==> src/rtl/mux_scan_n_if.sv <==
// mux_scan_n_if: channel inputs, select/mode controls and the registered output handshake of mux_scan_n.
// Ports: I (N_CH*W packed lanes), S, MODE, EN, OUT_RDY toward the mux; OUT_DATA, OUT_CH, OUT_VLD back.
// Optional: MUX_SCAN_PARITY_EN adds OUT_PAR (even parity of OUT_DATA).
interface mux_scan_n_if #(
    parameter int N_CH = 8,
    parameter int W    = 8
);
    localparam int SEL_W = (N_CH > 1) ? $clog2(N_CH) : 1;

    logic [N_CH*W-1:0] I;
    logic [SEL_W-1:0]  S;
    logic              MODE;
    logic              EN;
    logic              OUT_RDY;
    logic [W-1:0]      OUT_DATA;
    logic [SEL_W-1:0]  OUT_CH;
    logic              OUT_VLD;
`ifdef MUX_SCAN_PARITY_EN
    logic              OUT_PAR;

    modport master (output I, S, MODE, EN, OUT_RDY,
                    input  OUT_DATA, OUT_CH, OUT_VLD, OUT_PAR);
    modport slave  (input  I, S, MODE, EN, OUT_RDY,
                    output OUT_DATA, OUT_CH, OUT_VLD, OUT_PAR);
`else
    modport master (output I, S, MODE, EN, OUT_RDY,
                    input  OUT_DATA, OUT_CH, OUT_VLD);
    modport slave  (input  I, S, MODE, EN, OUT_RDY,
                    output OUT_DATA, OUT_CH, OUT_VLD);
`endif
endinterface

==> src/rtl/mux_scan_n.sv <==
// mux_scan_n: N_CH x W-bit mux with registered output; manual select (S) or auto-scan dwelling DWELL samples per channel.
// Latency: 1 cycle from accepted EN to OUT_VLD; 1 sample/cycle when OUT_RDY stays high.
// Backpressure: while OUT_VLD && !OUT_RDY the output holds and EN is ignored (no capture, no pointer movement).
// Ports: CLK, RST_N (async active-low), bus (mux_scan_n_if.slave): I, S, MODE, EN, OUT_RDY in; OUT_DATA, OUT_CH, OUT_VLD out.
// Optional: define MUX_SCAN_PARITY_EN to add OUT_PAR, the even parity of the captured sample.
module mux_scan_n #(
    parameter int N_CH  = 8,
    parameter int W     = 8,
    parameter int DWELL = 4
) (
    input  logic         CLK,
    input  logic         RST_N,
    mux_scan_n_if.slave  bus
);
    localparam int SEL_W  = (N_CH > 1) ? $clog2(N_CH) : 1;
    localparam int DCNT_W = (DWELL > 1) ? $clog2(DWELL) : 1;

    // The state register doubles as the registered copy of MODE.
    typedef enum logic {
        MANUAL = 1'b0,
        SCAN   = 1'b1
    } state_t;

    state_t            state_q, state_d;
    logic [SEL_W-1:0]  ptr_q, ptr_d;
    logic [DCNT_W-1:0] dcnt_q, dcnt_d;
    logic [W-1:0]      data_q, data_d;
    logic [SEL_W-1:0]  ch_q, ch_d;
    logic              vld_q, vld_d;
`ifdef MUX_SCAN_PARITY_EN
    logic              par_q, par_d;
`endif

    logic              cap;
    logic              scan_entry;
    logic [SEL_W-1:0]  ptr_base;
    logic [DCNT_W-1:0] dcnt_base;
    logic [SEL_W-1:0]  selc;
    logic [W-1:0]      mux_dat;

    // Mode, capture and scan pointer. The mode input acts in the cycle it
    // changes, so selection follows state_d rather than state_q.
    always_comb begin
        state_d    = bus.MODE ? SCAN : MANUAL;
        scan_entry = (state_d == SCAN) && (state_q == MANUAL);
        cap        = bus.EN && (!vld_q || bus.OUT_RDY);

        // On scan entry the pointer restarts at channel 0 even for a capture in that cycle.
        ptr_base   = scan_entry ? '0 : ptr_q;
        dcnt_base  = scan_entry ? '0 : dcnt_q;
        selc       = (state_d == SCAN) ? ptr_base : bus.S;

        ptr_d      = ptr_base;
        dcnt_d     = dcnt_base;
        if (cap && (state_d == SCAN)) begin
            if (dcnt_base == DCNT_W'(DWELL - 1)) begin
                dcnt_d = '0;
                ptr_d  = (ptr_base == SEL_W'(N_CH - 1)) ? '0 : ptr_base + SEL_W'(1);
            end else begin
                dcnt_d = dcnt_base + DCNT_W'(1);
            end
        end
    end

    // Select with no match for out-of-range codes, so they read as zero.
    always_comb begin
        mux_dat = '0;
        for (int k = 0; k < N_CH; k++) begin
            if (selc == SEL_W'(k)) begin
                mux_dat = bus.I[k*W +: W];
            end
        end
    end

    // Output stage: load on capture, drop valid on a transfer with nothing new.
    always_comb begin
        data_d = data_q;
        ch_d   = ch_q;
        vld_d  = vld_q;
`ifdef MUX_SCAN_PARITY_EN
        par_d  = par_q;
`endif
        if (cap) begin
            data_d = mux_dat;
            ch_d   = selc;
            vld_d  = 1'b1;
`ifdef MUX_SCAN_PARITY_EN
            par_d  = ^mux_dat;
`endif
        end else if (vld_q && bus.OUT_RDY) begin
            vld_d  = 1'b0;
        end
    end

    always_ff @(posedge CLK or negedge RST_N) begin
        if (!RST_N) begin
            state_q <= MANUAL;
            ptr_q   <= '0;
            dcnt_q  <= '0;
            data_q  <= '0;
            ch_q    <= '0;
            vld_q   <= 1'b0;
`ifdef MUX_SCAN_PARITY_EN
            par_q   <= 1'b0;
`endif
        end else begin
            state_q <= state_d;
            ptr_q   <= ptr_d;
            dcnt_q  <= dcnt_d;
            data_q  <= data_d;
            ch_q    <= ch_d;
            vld_q   <= vld_d;
`ifdef MUX_SCAN_PARITY_EN
            par_q   <= par_d;
`endif
        end
    end

    assign bus.OUT_DATA = data_q;
    assign bus.OUT_CH   = ch_q;
    assign bus.OUT_VLD  = vld_q;
`ifdef MUX_SCAN_PARITY_EN
    assign bus.OUT_PAR  = par_q;
`endif

endmodule

==> src/flat_wrapper.sv <==
// flat-port wrapper written by rule: the top's interface ports become plain ports
module mux_scan_n_flat 
#(
    parameter int N_CH  = 8,
    parameter int W     = 8,
    parameter int DWELL = 4
)
  (CLK, RST_N, bus_I, bus_S, bus_MODE, bus_EN, bus_OUT_RDY, bus_OUT_DATA, bus_OUT_CH, bus_OUT_VLD);
  mux_scan_n_if #(.N_CH(N_CH), .W(W)) bus_i ();
  input  logic CLK;
  input  logic RST_N;
  input wire logic [$bits(bus_i.I)-1:0] bus_I;
  input wire logic [$bits(bus_i.S)-1:0] bus_S;
  input wire logic [$bits(bus_i.MODE)-1:0] bus_MODE;
  input wire logic [$bits(bus_i.EN)-1:0] bus_EN;
  input wire logic [$bits(bus_i.OUT_RDY)-1:0] bus_OUT_RDY;
  output wire logic [$bits(bus_i.OUT_DATA)-1:0] bus_OUT_DATA;
  output wire logic [$bits(bus_i.OUT_CH)-1:0] bus_OUT_CH;
  output wire logic [$bits(bus_i.OUT_VLD)-1:0] bus_OUT_VLD;
  assign bus_i.I = bus_I;
  assign bus_i.S = bus_S;
  assign bus_i.MODE = bus_MODE;
  assign bus_i.EN = bus_EN;
  assign bus_i.OUT_RDY = bus_OUT_RDY;
  assign bus_OUT_DATA = bus_i.OUT_DATA;
  assign bus_OUT_CH = bus_i.OUT_CH;
  assign bus_OUT_VLD = bus_i.OUT_VLD;
  mux_scan_n #(.N_CH(N_CH), .W(W), .DWELL(DWELL)) u_core (.CLK(CLK), .RST_N(RST_N), .bus(bus_i));
endmodule
==> config.mk <==
export PLATFORM = sky130hd
export DESIGN_NAME = mux_scan_n_flat
export DESIGN_NICKNAME = d
export VERILOG_FILES = /design/src/rtl/mux_scan_n_if.sv /design/src/rtl/mux_scan_n.sv /design/src/flat_wrapper.sv
export SDC_FILE = /design/constraint.sdc
export NUM_CORES = 1
export LEC_CHECK = 0
export ABC_AREA = 1
export CAP_MARGIN = 15
export CORE_MARGIN = 1.5
export CORE_UTILIZATION = 39
export CTS_BUF_LIST = sky130_fd_sc_hd__clkbuf_2
export DETAILED_ROUTE_END_ITERATION = 10
export PLACE_DENSITY_LB_ADDON = 0.05
export SYNTH_ARGS = -nofsm -noshare
export SYNTH_HDL_FRONTEND = slang
export SYNTH_SLANG_ARGS = --single-unit
==> constraint.sdc <==
create_clock -name CLK -period 2 [get_ports CLK]
set_input_delay 0.3 -clock CLK [delete_from_list [all_inputs] [get_ports CLK]]
set_output_delay 0.3 -clock CLK [all_outputs]
set_load 0.05 [all_outputs]
Word level (Yosys, flattened, before mapping)

Cells that the tools add are included.

Add/subtract/negate cells: 2
Order comparisons: 0
Div/mod/pow operators: 0
Shift-type cells: 0
Eq/ne operators: 9
Multiply operators: 0
Reductions and logical operators: 8
Multiplexer cells: 19
Bitwise operators: 1

Operators by type and width:

| kind                  | number |
|---|---|
| $mux W8               | 8 |
| $eq A3 B3 Y1 const B  | 5 |
| $mux W3               | 5 |
| $eq A3 B2 Y1 const B  | 2 |
| $mux W2               | 3 |
| $logic_and A1 B1 Y1   | 4 |
| $add A3 B1 Y3 const B | 1 |
| $eq A3 B1 Y1 const B  | 1 |
| $logic_not A3 Y1      | 1 |
| $mux W1               | 3 |
| $add A2 B1 Y2 const B | 1 |
| $eq A2 B2 Y1 const B  | 1 |
| $reduce_bool A2 Y1    | 1 |
| $logic_not A1 Y1      | 1 |
| $logic_or A1 B1 Y1    | 1 |
| $not A1 Y1            | 1 |

ROM bits: 0
Word-level logic and storage cells: 45
Register bits: 18
Bits in writable memories: 0
Bits of input ports: 72
Latch bits: 0
Memories kept: 0
Output and inout port bits: 12

Longest topological paths before layout

Gate-level depths: netlist of the first run.

Depth after elaboration: 13
Gate-level depth with buffers: 11
Gate-level depth less buffers: 11

Worst setup path before layout of the first run

OpenSTA, ideal clock, no wires.

Path type: register to register
Start point: register u_core.vld_q, in the netlist u_core.bus.OUT_VLD
End point: register u_core.ptr_q[1]
Data arrival time: 1.489 ns
Required time: 1.879 ns
Setup slack: 0.390 ns
Library setup time: 0.121 ns
Path buffers: 0
Period minus slack after synthesis: 1.610 ns
Cell stages (with the launch flop): 7
Cells stage by stage: dfrtp_1 nand2_1 nand2_1 nor2_1 nand2_1 o21ba_2 a21oi_1

Word-level cells in the longest chain between the ends: 5

RTL lines:

| element                | RTL line          | text |
|---|---|---|
| start, declared        | mux_scan_n.sv:29  | `logic vld_q, vld_d;` |
| start signal, assigned | mux_scan_n.sv:112 | `vld_q <= vld_d;` |
| $logic_not A1 Y1       | mux_scan_n.sv:46  | `cap = bus.EN && (!vld_q \|\| bus.OUT_RDY);` |
| $logic_or A1 B1 Y1     | mux_scan_n.sv:46  |  |
| $logic_and A1 B1 Y1    | mux_scan_n.sv:46  |  |
| $logic_and A1 B1 Y1    | mux_scan_n.sv:55  | `if (cap && (state_d == SCAN)) begin` |
| $mux W3                | mux_scan_n.sv:55  |  |
| via u_core.ptr_d[1]    | mux_scan_n.sv:25  | `logic [SEL_W-1:0] ptr_q, ptr_d;` |
| end signal, assigned   | mux_scan_n.sv:108 | `ptr_q <= ptr_d;` |
| end, declared          | mux_scan_n.sv:25  |  |

The timed path passes the listed nets, and every way through them passes these cells.
A chain may end at the register's enable or synchronous reset.

Worst setup path in the final report of the first run

Start point: register u_core.ch_q[0], in the netlist u_core.bus.OUT_CH[0]
End point: output bus_OUT_CH[0]

RTL lines:

| element                | RTL line           | text |
|---|---|---|
| start, declared        | mux_scan_n.sv:28   | `logic [SEL_W-1:0] ch_q, ch_d;` |
| start signal, assigned | mux_scan_n.sv:111  | `ch_q <= ch_d;` |
| end, declared          | flat_wrapper.sv:18 | `output wire logic [$bits(bus_i.OUT_CH)-1:0] bus_OUT_CH;` |

No word-level cell between the ends.

==> results of run 1 <==
-- registers in the layout, indices dropped and copies added (netlist names) --
| signal | flops |
|---|---|
| u_core.bus.OUT_CH | 3 |
| u_core.dcnt_q | 2 |
| u_core.bus.OUT_DATA | 8 |
| u_core.bus.OUT_VLD | 1 |
| u_core.state_q | 1 |
| u_core.ptr_q | 3 |
-- cells in the mapped netlist, drive strengths merged --
library cell  count
a21oi            19
o31ai             1
o21ba             1
nand3            22
ha                2
dfrtp            18
o21ai             3
clkbuf            2
inv              27
xnor2             2
nand2            63
nor3              4
nand4            18
buf               5
nor2             25
-- area by class of cell --
class,instances,area [µm²]
clock buffer,3,15.0
fill,294,1010
inverter,27,101
multi-input combinational,160,795
sequential,18,450
tap,46,57.6
timing repair buffer,99,963
-- report_power, final --
part           leakage, µW  switching, µW  internal [µW]  total [µW]
Sequential        0.000229           29.6            418         448
Clock            0.0000125            109           40.9         150
Combinational     0.000883            339            285         624
-- cells by family after synthesis --
kind of cell	Yosys count	synth area share (%)
buf+inv	34	10.4
flops	18	32.4
compound gates	24	9.18
simple gates	132	44.9
fa+ha+maj	2	1.80
xor+xnor	2	1.26
-- stage by stage --
step	power [µW]	utilization, %	hold WS [ps]	TNS, ps	cell area [µm²]
6_report	1220	70.3	291	0	2380
3_3_place_gp	1070	69.8	466	-169	2370
3_5_place_dp	1080	69.8	470	-718	2370
2_1_floorplan	772	-	4.41	0	1390
5_1_grt	1300	70.3	288	0	2380
4_1_cts	1230	70.3	296	0	2380
-- layer usage --
metal | vias to the layer above | part of all wire, % | GRT usage, %
li1 | 888 | - | -
met1 | 721 | 47 | 36.6
met2 | 81 | 42 | 35.3
met3 | 9 | 8.9 | 4.50
met4 | 0 | 1.9 | 8.06
met5 | - | 0 | 0
-- worst paths after layout --
path                                           to  cells past startpoint
min in group CLK           u_core.bus.OUT_DATA[5]                      2
min reg2reg                u_core.bus.OUT_DATA[5]                      2
max                                 bus_OUT_CH[0]                      1
max in group asynchronous  u_core.bus.OUT_DATA[3]                      2
max reg2reg                u_core.bus.OUT_DATA[3]                     10
min                          u_core.bus.OUT_CH[0]                      2
==> flow_summary_export.csv, run 1 <==
group,metric,value,unit
worst_setup_path,worstPathRequired,1700,ps
floorplanning,io_pins,84,
sta,finClkSkew,12.9,ps
routing,wl,4.61,mm
global_routing,grt_overflow_total,0,
clock_tree,cts_buffers,3,
synth,synthTopCellsByArea,"dfrtp_1 32%, nand2_1 16%, nand4_1 8.1%",
global_routing,grt_usage,24.5,%
routing,vias_per_cell,4.81,
sta,finalMaxSlewViolations,0,
routing,routedWlPerCell,13.1,µm
layout,drive_gt1_share,11.4,%
global_routing,grt_pass1_wl,7.68,mm
floorplanning,initial_core_util,41.0,%
sta,grt_setup_unrepaired,"no",
global_routing,antenna_found_initial,0,
clock_tree,cts.sinks,18,
floorplanning,die_y,62.7,µm
synth,yosysTopAreaCell,"dfrtp_1",
sta,slew_headroom,65.4,%
routing,num_vias,1699,
worst_setup_path,slowest_delay,810,ps
placement,port_buffers,83,
routing,drt_pass1_iterations,4,
synth,ys_types,23,
clock_tree,clk_pin_slew,170,ps
synth,syn_inst,212,
sta,setup_viol_count_final,0,
placement,place_hpwl,3.69,mm
synth,yosys_warnings,0,
clock_tree,cts-root-buf,"clkbuf_2",
clock_tree,hold_buffers,0,
floorplanning,rows,21,
placement,pre_cts_slack,-96.9,ps
worst_setup_path,r2r_setup_slack,360,ps
synth,synth-seq-cells,18,
worst_setup_path,cp_top_family,"buffers and inverters",
worst_setup_path,cp.arrival,1510,ps
worst_setup_path,critPathSlowestCell,"clkdlybuf4s50_1",
sta,hold_viol_final,0,
layout,nets,383,
sta,worstMarginPinSlew,517,ps
floorplanning,die_w,62.7,µm
synth,synth_top_area_share,32.4,%
worst_setup_path,path_class,"flip-flop to output pin",
sta,fmax,0.553,GHz
clock_tree,cts_tree,"yes",
worst_setup_path,reg2reg_from,"u_core.state_q",
routing,remaining_drc_errors,0,
worst_setup_path,crit_chain,"clkdlybuf4s50_1",
run_status,status,"complete, no violations",
layout,syn2layout_area_growth,71.4,%
layout,layout_common_cells,"83 x clkdlybuf4s50_1, 60 x nand2_1, 24 x nor2_1",
worst_setup_path,path_buf_inv,1,
clock_tree,cts_buffer_depth,2,
power,leakage,0.00112,µW
job,drv_cap,0,
routing,drt_iter0_markers,131,
layout,stdcell_count,353,
placement,gp_congestion,0.908,
worst_setup_path,cp-startpoint,"u_core.bus.OUT_CH[0]",
placement,place_inst,350,
layout,antenna_cells,0,
clock_tree,h-tree-depth,1,
layout,mostFrequentLayoutCell,"clkdlybuf4s50_1",
worst_setup_path,cp_max_fo,2,
global_routing,grt_max_degree,23,
synth,ys_seq_area_share,32.4,%
clock_tree,cts_resized,0,
power,max-vdd-ir-drop,0.000485,V
sta,timing.final.ws_setup,191,ps
routing,postRouteAntennaNets,0,
sta,finalCritPeriodShare,90.4,%
worst_setup_path,startpoint_type,"flip-flop",
floorplanning,core-area,3390,µm²
synth,synth.avg_cell_area,6.56,µm²
global_routing,grt_pass1_vias,1613,
floorplanning,die_area,3930,µm²
synth,synth_fp_nets,286,
power,p_per_area,513,nW/µm²
sta,period_needed,1810,ps
worst_hold_path,hp-class,"primary input to async pin",
synth,syn_area,1390,µm²
clock_tree,insertion_delay,300,ps
worst_setup_path,cp-end-kind,"output pin",
clock_tree,cts_setup_buffers,0,
(Power assumes the default switching activity.)
==> run 2: changes to the inputs <==
- CAP_MARGIN: 15 -> 20
- CTS_BUF_LIST: sky130_fd_sc_hd__clkbuf_2 -> sky130_fd_sc_hd__clkbuf_8
- TNS_END_PERCENT: default -> 10
==> flow_summary_export.csv, run 2 (synthesis results as in run 1) <==
group,metric,value,unit
run_status,status,"complete, no violations",
placement,port_buffers,83,
worst_setup_path,path_buf_inv,1,
layout,drive_gt1_share,11.4,%
global_routing,grt_pass1_wl,7.66,mm
floorplanning,io_pins,84,
placement,place_hpwl,3.69,mm
floorplanning,initial_core_util,41.0,%
sta,worstMarginPinSlew,515,ps
worst_setup_path,cp.arrival,1430,ps
layout,stdcell_count,353,
placement,dpl_cell_area,2370,µm²
floorplanning,die_w,62.7,µm
sta,finalMaxSlewViolations,0,
worst_setup_path,crit_chain,"clkdlybuf4s50_1",
global_routing,grt_pass1_vias,1621,
layout,fillCellCount,289,
clock_tree,cts.sinks,18,
worst_setup_path,slowest_delay,820,ps
clock_tree,insertion_delay,250,ps
sta,fmax,0.577,GHz
worst_hold_path,hp-class,"primary input to flip-flop",
clock_tree,cts_buffer_depth,2,
power,total_power,1320,µW
floorplanning,die_area,3930,µm²
power,max-vdd-ir-drop,0.000518,V
worst_setup_path,startpoint_type,"flip-flop",
routing,remaining_drc_errors,0,
power,p_per_area,549,nW/µm²
layout,largest_register_ffs,8,
routing,routedWlPerCell,13.1,µm
clock_tree,clk_pin_slew,70,ps
global_routing,grt_overflow_total,0,
routing,drt_pass1_iterations,4,
sta,slew_headroom,65.6,%
layout,syn2layout_area_growth,73.4,%
sta,finalCritPeriodShare,86.6,%
layout,antenna_cells,0,
clock_tree,cts_setup_buffers,0,
worst_setup_path,path_class,"flip-flop to output pin",
worst_setup_path,cp_top_family,"buffers and inverters",
layout,layout_common_cells,"82 x clkdlybuf4s50_1, 60 x nand2_1, 24 x nor2_1",
placement,place_inst,350,
clock_tree,cts_buffers,3,
worst_setup_path,cp_max_fo,2,
placement,pre_cts_slack,-96.9,ps
global_routing,grt_usage,24.4,%
sta,period_needed,1730,ps
clock_tree,h-tree-depth,1,
routing,num_vias,1697,
clock_tree,cts_tree,"yes",
layout,mostFrequentLayoutCell,"clkdlybuf4s50_1",
sta,hold_viol_final,0,
sta,finClkSkew,3.41,ps
worst_setup_path,critPathSlowestCell,"clkdlybuf4s50_1",
sta,grt_setup_unrepaired,"no",
routing,drt_iter0_markers,144,
routing,postRouteAntennaNets,0,
sta,setup_viol_count_final,0,
worst_setup_path,worstPathRequired,1700,ps
floorplanning,rows,21,
floorplanning,die_y,62.7,µm
routing,vias_per_cell,4.81,
layout,postLayoutCellArea,2410,µm²
job,drv_cap,0,
power,leakage,0.00114,µW
placement,gp_congestion,0.908,
clock_tree,cts-root-buf,"clkbuf_8",
global_routing,grt_max_degree,23,
routing,wl,4.61,mm
worst_setup_path,cp-end-kind,"output pin",
floorplanning,core-area,3390,µm²
sta,timing.final.ws_setup,268,ps
global_routing,antenna_found_initial,0,
layout,nets,383,
run 2: routing by layer:
metal,vias to the layer above,track usage (%),wire length (µm)
met3,9,4.32,309
met2,71,35.5,1990
met4,0,8.06,85
met5,-,0,0
met1,729,36.4,2230
li1,888,-,-
run 2: stage by stage:
stage / setup TNS [ps] / hold WS (ps) / utilization (%)
2_1_floorplan: 0 / 4.41 / -
3_3_place_gp: -169 / 466 / 69.8
3_5_place_dp: -718 / 470 / 69.8
4_1_cts: 0 / 375 / 71.1
5_1_grt: 0 / 287 / 71.1
6_report: 0 / 283 / 71.1
run 2: path summary, 6_finish.rpt:
check	startpoint	end	slack, ps	cells past startpoint
min in group asynchronous	RST_N	u_core.bus.OUT_CH[0]	370	2
max reg2reg	u_core.state_q	u_core.bus.OUT_DATA[3]	390	10
max	u_core.bus.OUT_CH[2]	bus_OUT_CH[2]	270	1
min reg2reg	u_core.bus.OUT_DATA[5]	u_core.bus.OUT_DATA[5]	480	2
max in group asynchronous	RST_N	u_core.bus.OUT_DATA[3]	1440	2
min	bus_MODE	u_core.state_q	280	1
run 2: layout make-up:
type / instances / area [µm²] / share of cell area (%)
multi-input combinational: 160 / 795 / 33.0
inverter: 27 / 101 / 4.20
tap: 46 / 57.6 / 2.39
sequential: 18 / 450 / 18.7
timing repair buffer: 99 / 966 / 40.1
clock buffer: 3 / 41.3 / 1.71
run 2: what timing repair did:
action / 4_1_cts / 5_1_grt
hold buffers: 0 / 0
setup endpoints to repair: 0 / 1
resized for setup: 0 / 1
run 2: power breakdown:
part | leakage, µW | total (µW) | internal, µW | switching [µW]
logic | 0.000892 | 622 | 285 | 338
registers | 0.000229 | 449 | 419 | 30.1
clock network | 0.0000216 | 251 | 134 | 118
